### config.mk
export PLATFORM = sky130hd
export DESIGN_NAME = rob_ctrl
export DESIGN_NICKNAME = d
export VERILOG_FILES = /design/src/rtl/rob_pkg.sv /design/src/rtl/rob_entry_array.sv /design/src/rtl/rob_ctrl.sv
export SDC_FILE = /design/constraint.sdc
export NUM_CORES = 1
export LEC_CHECK = 0
export ABC_AREA = 1
export BUFFER_PORTS_ARGS = -buffer_cell sky130_fd_sc_hd__clkbuf_2
export CAP_MARGIN = 10
export CORE_MARGIN = 1
export CORE_UTILIZATION = 42
export DETAILED_ROUTE_END_ITERATION = 6
export SLEW_MARGIN = 20
export SYNTH_ARGS = -nofsm -noshare
export SYNTH_HDL_FRONTEND = slang
export SYNTH_SLANG_ARGS = --single-unit
### constraint.sdc
create_clock -name clk -period 5.65 [get_ports clk]
set_clock_uncertainty 0.15 [all_clocks]
set_input_delay 1.13 -clock clk [delete_from_list [all_inputs] [get_ports clk]]
set_output_delay 1.13 -clock clk [all_outputs]
set_load 0.02 [all_outputs]
### src/rtl/rob_pkg.sv
// Shared types and sizing for the reorder-buffer controller.
// Every ROB file imports this package so the entry layout is defined once.
package rob_pkg;

    localparam int DEPTH          = 8;
    localparam int DATA_WIDTH     = 32;
    localparam int REG_ADDR_WIDTH = 5;
    localparam int TAG_WIDTH      = $clog2(DEPTH);

    // Occupancy value that means "every slot holds an instruction".
    localparam logic [TAG_WIDTH:0] FULL_COUNT = (TAG_WIDTH + 1)'(DEPTH);

    typedef struct packed {
        logic                      valid;
        logic                      complete;
        logic [REG_ADDR_WIDTH-1:0] dest;
        logic [DATA_WIDTH-1:0]     value;
    } rob_entry_t;

endpackage

### src/rtl/rob_entry_array.sv
// Circular ROB entry storage: allocate, CDB update and retire write ports,
// a synchronous clear, and an asynchronous read of the head entry.
module rob_entry_array
    import rob_pkg::*;
(
    input  logic                      clk,
    input  logic                      clear,
    input  logic                      alloc_en,
    input  logic [TAG_WIDTH-1:0]      alloc_idx,
    input  logic [REG_ADDR_WIDTH-1:0] alloc_dest,
    input  logic                      update_en,
    input  logic [TAG_WIDTH-1:0]      update_idx,
    input  logic [DATA_WIDTH-1:0]     update_value,
    input  logic                      retire_en,
    input  logic [TAG_WIDTH-1:0]      retire_idx,
    input  logic [TAG_WIDTH-1:0]      head_idx,
    output rob_entry_t                head_entry
);

    rob_entry_t entries [DEPTH];

    always_ff @(posedge clk) begin
        if (clear) begin
            // NOTE: only the control bits are cleared; dest/value are never
            // observed without valid, so the payload RAM needs no reset.
            for (int i = 0; i < DEPTH; i++) begin
                entries[i].valid    <= 1'b0;
                entries[i].complete <= 1'b0;
            end
        end else begin
            // Later writes win: retire beats a stray CDB hit on the head, and
            // allocation beats a CDB hit on the slot being allocated.
            if (update_en && entries[update_idx].valid) begin
                entries[update_idx].complete <= 1'b1;
                entries[update_idx].value    <= update_value;
            end
            if (retire_en) begin
                entries[retire_idx].valid    <= 1'b0;
                entries[retire_idx].complete <= 1'b0;
            end
            if (alloc_en) begin
                entries[alloc_idx].valid    <= 1'b1;
                entries[alloc_idx].complete <= 1'b0;
                entries[alloc_idx].dest     <= alloc_dest;
            end
        end
    end

    assign head_entry = entries[head_idx];

endmodule

### src/rtl/rob_ctrl.sv
// In-order reorder-buffer controller: tag allocation, CDB completion,
// in-order retirement and mispredict flush over a circular entry array.
module rob_ctrl
    import rob_pkg::*;
(
    input  logic                      clk,
    input  logic                      rst_n,
    input  logic                      dispatch_valid,
    input  logic [REG_ADDR_WIDTH-1:0] dispatch_dest,
    output logic                      dispatch_ready,
    output logic [TAG_WIDTH-1:0]      dispatch_tag,
    input  logic                      cdb_valid,
    input  logic [TAG_WIDTH-1:0]      cdb_tag,
    input  logic [DATA_WIDTH-1:0]     cdb_value,
    output logic                      commit_valid,
    output logic [REG_ADDR_WIDTH-1:0] commit_dest,
    output logic [DATA_WIDTH-1:0]     commit_value,
    output logic [TAG_WIDTH-1:0]      commit_tag,
    input  logic                      commit_ready,
    input  logic                      flush,
    output logic                      full,
    output logic                      empty,
    output logic [TAG_WIDTH:0]        count
);

    logic [TAG_WIDTH-1:0] head;
    logic [TAG_WIDTH-1:0] tail;
    logic [TAG_WIDTH:0]   count_q;
    logic [TAG_WIDTH:0]   count_next;
    logic                 accept;
    logic                 retire;
    logic                 clear;
    rob_entry_t           head_entry;

    // Reset and flush share one clear path; both discard every entry.
    assign clear  = !rst_n || flush;
    assign accept = dispatch_valid && !full;
    assign retire = commit_valid && commit_ready;

    rob_entry_array u_entries (
        .clk          (clk),
        .clear        (clear),
        .alloc_en     (accept),
        .alloc_idx    (tail),
        .alloc_dest   (dispatch_dest),
        .update_en    (cdb_valid),
        .update_idx   (cdb_tag),
        .update_value (cdb_value),
        .retire_en    (retire),
        .retire_idx   (head),
        .head_idx     (head),
        .head_entry   (head_entry)
    );

    always_comb begin
        count_next = count_q;
        if (accept && !retire) begin
            count_next = count_q + (TAG_WIDTH + 1)'(1);
        end else if (!accept && retire) begin
            count_next = count_q - (TAG_WIDTH + 1)'(1);
        end
    end

    always_ff @(posedge clk) begin
        if (clear) begin
            head    <= '0;
            tail    <= '0;
            count_q <= '0;
        end else begin
            if (accept) begin
                tail <= tail + TAG_WIDTH'(1);
            end
            if (retire) begin
                head <= head + TAG_WIDTH'(1);
            end
            count_q <= count_next;
        end
    end

    assign count          = count_q;
    assign full           = (count_q == FULL_COUNT);
    assign empty          = (count_q == '0);
    assign dispatch_ready = !full;
    assign dispatch_tag   = tail;
    assign commit_valid   = head_entry.valid && head_entry.complete;
    assign commit_dest    = head_entry.dest;
    assign commit_value   = head_entry.value;
    assign commit_tag     = head;

endmodule

* Yosys cells after proc, flatten, opt, wreduce, memory -nomap -nowiden *
Memories as Yosys holds them, arrays and structs flattened. A register that Yosys moved wholly into a read port is not among the register bits.
Index checks and enable logic that the tools add are counted.

cells by class
  add/subtract/negate cells = 4
  reductions and logical operators = 16
  equal/unequal tests = 1
  multiplexer cells = 24

operators by type and width
  operator                                          number
  2-to-1 mux 39 bit                                 3
  OR reduction 39 bit                               3
  2-to-1 mux 3 bit                                  6
  2-to-1 mux 4 bit                                  3
  2-to-1 mux 1 bit                                  11
  adder 3 x 1 -> 3 bit, second input constant       2
  logical AND 1 bit                                 6
  adder 4 x 1 -> 4 bit, second input constant       1
  equality test 4 bit, second input constant        1
  zero test 1 bit                                   4
  zero test 4 bit                                   1
  subtractor 4 x 1 -> 4 bit, second input constant  1
  2-to-1 mux 2 bit                                  1
  nonzero test 2 bit                                1
  logical OR 1 bit                                  1

word-level totals
  output and inout bits = 51
  memory bits (writable) = 312
  word-level logic and storage cells = 49
  memories = 1
  bits in registers = 10

memories
  memory             words  bits a word  read ports  clocked after Yosys merged registers in  wr ports  line                   RTL
  u_entries.entries  8      39           2           1                                        8         rob_entry_array.sv:20  rob_entry_t entries [DEPTH];

* Logic depth before layout (Yosys ltp) *
  word-level depth = 8
  depth in mapped cells = 15
  mapped depth without buffers = 14

* Cells and area by module *
Synthesis repeated with hierarchy kept, for this count alone.

unflattened totals
  cells, all modules = 1106
  area, all modules = 13020.0 um2

by module, submodules not included
  module           times used  cells each  area an instance (um2)  sequential area each (um2)
  rob_entry_array  1           1024        12426.9                 9208.8
  rob_ctrl         1           82          593.1                   200.2

* Least setup slack after synthesis *
Ideal clock, no wire load.

  kind = input -> register
  start = input cdb_tag[0]
  end = memory u_entries.entries[0][0] in the netlist's numbering, enable pin
  path buffers = 1
  required time = 5113 ps
  cell stages on the path = 10
  data arrival time = 2469 ps
  slack = 2645 ps
  setup time = 387 ps
  cell sequence = buf_2 > clkinv_2 > nand2_1 > nand2_1 > nand2_1 > nand2_1 > nand2_1 > nand2_2 > nand3_1 > inv_1

RTL lines
  what                line                   RTL
  start: declaration  rob_ctrl.sv:13         input logic [TAG_WIDTH-1:0] cdb_tag,
  end: declaration    rob_entry_array.sv:20

==> results_dict.tcl <==
set metrics [dict create \
    status "complete, no violations" \
    post-place-ws_ns 1.603 \
    critPathCaptureType "output pin" \
    dp_hpwl_um 16700 \
    crit_family "buffers and inverters" \
    htree_levels 2 \
    crit_buf_inv 3 \
    synthMuxAreaShare_pct 0 \
    fin_tns_setup_ns 0 \
    overflow 0 \
    clk_latency_ns 0.50 \
    netlist_area_um2 13040 \
    critPathSlowestCell "buf_4" \
    ant_nets 0 \
    avgRoutedWirePerCell_um 18.44 \
    drive_above_1_share_pct 13.85 \
    worstPathCellList "buf_4 > buf_4 > o21ai_0 > o22ai_1 > nand2_1 > nand2_1 > clkbuf_2" \
    viasPerCell 5.294 \
    hold_ws_ns 0.3838 \
    ys_warn_count 0 \
    area_growth_pct 14.50 \
    cts_setup_buffers 0 \
    coreArea_um2 30590 \
    cp.arrival_ns 3.16 \
    final-setup-viol-count 0 \
    cts_buffers 35 \
    drc_errors 0 \
    drt_iter0_drc 735 \
    hold_viol_final 0 \
    cp-start-kind "flip-flop" \
    synth_compound_area_share_pct 9.788 \
    synthFlopType "edfxtp_1" \
    grt_setup_unrepaired "false" \
    yosysSeqAreaShare_pct 72.62 \
    synth_top_family_by_area "simple AND/OR/NAND/NOR gates" \
    ir_worst_vdd_v 0.0001852 \
    fillers 2771 \
    worstHoldPathType "reg2reg" \
    slew_headroom_pct 27.64 \
    synth_xor_area_share_pct 0.3359 \
    die_x_um 178.2 \
    synth_top_area_cell "edfxtp_1" \
    ys_seq_elements 325 \
    track_usage_pct 18.96 \
    cts_root_buf "clkbuf_16" \
    path_class "reg2out" \
    path_clk_slew_ns 0.06 \
    gp_congestion 0.7585 \
    start_util_pct 42.63 \
    diodes 0 \
    cts_tree "done" \
    wl_um 29800 \
    synth_adder_area_share_pct 0.6333 \
    cts_buffer_depth 3 \
    crit_fanout 86 \
    rows 64 \
    post_cts_resized 0 \
    synth_edf_count 296 \
    grt_pass1_wl_um 46040 \
    clock.fmax_ghz 0.2250 \
    async_flop_share_pct 0 \
    firstDrtPassIters 5 \
    setup_slack_ns 1.205 \
    slowest_delay_ns 0.77 \
    syn_area_per_cell_um2 11.75 \
    dieArea_um2 31750 \
    netlist_instances 1110 \
    slew_viol_final 0 \
    finish.instance_area_um2 14930 \
    post_dp_cell_area_um2 13850 \
    power_w 0.004892 \
    max_cap_viol_count 0 \
    p_leak_nw 5.517 \
    synth_nets 1162 \
    netlist_top_cells_area "edfxtp_1 68%, nand2_1 5.4%, nor2_1 5.2%, dfxtp_1 4.5%, o21ai_1 3.8%" \
    netlist.area_leader.share_pct 68.17 \
    post-route-period-util_pct 78.67 \
    synth-simple-area-share_pct 12.85 \
    io_pins 97 \
    power_density_nw_per_um2 327.6 \
    grt_start_max_net_pins 99 \
    die_h_um 178.2 \
    synth.distinct_cells 27 \
    first_global_vias 8267 \
    vias 8555 \
    min_period_ns 4.445 \
    holdBufCountCts 0 \
    nets 1247 \
    antenna_found_initial 0 \
    tightest_slew_ns 1.085 \
    worst_ep_required_time_ns 4.37 \
    cts_num_sinks 325 \
    port_buffers 96 \
]
layout by cell type, fill, tap and decap left out, drive strengths merged, types with 2 or more instances in the layout:
cell and n:
nor2 182, buf 15, nand3 29, clkinv 18, nand2 189, ha 5, a21oi 8, nor3 11
dfxtp 29, edfxtp 296, o22ai 74, inv 46, o21ai 153, nand4 9, clkbuf 146, bufinv 2
xor2 4
worst register-to-register path: cells and delay by family (launching register included):
family                     cells  cell delay (ns)
and+or+nand+nor                7             0.95
buffers and inverters          2             0.94
xor gates and xnor gates       1             0.14
DFF                            1             0.45
AOI/OAI and AO/OA              2             0.19
adders and majority gates      2             0.52
cell type report:
| type | instances | area, um2 | area share [%] |
|---|---|---|---|
| sequential | 325 | 9475 | 63.47 |
| multi-input combinational | 668 | 3078 | 20.62 |
| clock buffer | 50 | 974.7 | 6.529 |
| timing repair buffer | 111 | 593.1 | 3.973 |
| tap | 396 | 495.5 | 3.319 |
| inverter | 54 | 207.7 | 1.391 |
| clock inverter | 12 | 105.1 | 0.7040 |
flip-flops by register name (all words and copies together), names as in the netlist, named ones only:
signal / cells
u_entries.entries: 312
count: 4
commit_tag: 3
dispatch_tag: 3
per-stage QoR:
step / cells / util, %
detailed placement: 1554 / 45.27
finish: 1616 / 48.81
CTS: 1616 / 48.80
global placement: 1554 / 45.27
global route: 1616 / 48.81
floorplan: 1110 / -
cells in the mapped netlist (all sizes together) (4+ instances only):
library cell	count
a21oi	8
buf	29
clkbuf	34
dfxtp	29
edfxtp	296
ha	5
inv	53
nand2	189
nand3	29
nand4	9
nor2	182
nor3	11
o21ai	153
o22ai	74
xor2	4
cell families after synthesis:
family / after synthesis
adder cells (fa/ha/maj): 6
AND/OR/NAND/NOR: 421
XOR/XNOR: 5
AO/OA/AOI/OAI: 236
flip-flops: 325
buffers and inverters: 117
power breakdown:
part | switching (W) | internal, W | total (W)
logic | 0.0000664 | 0.0000258 | 0.0000922
registers | 0.00000460 | 0.00262 | 0.00263
clock network | 0.000880 | 0.00129 | 0.00217
layer usage:
metal | global-route usage [%] | share of wire [%] | vias to the layer above
met2 | 30.22 | 47 | 213
li1 | - | - | 4106
met1 | 26.83 | 46 | 4201
met3 | 3.346 | 5.7 | 35
met5 | 0 | 0 | -
met4 | 4.873 | 1.5 | 0
worst paths after layout:
path	startpoint	end	slack [ns]	depth (start not counted)
worst min register to register	u_entries.entries[7][37]	u_entries.entries[7][37]	0.38	4
worst min-delay path	u_entries.entries[7][37]	u_entries.entries[7][37]	0.38	4
worst max register to register	flip-flop	count[3]	2.18	14
worst max-delay path	flip-flop	commit_value[19]	1.21	7
No activity file was read; power rests on OpenSTA's default activity.
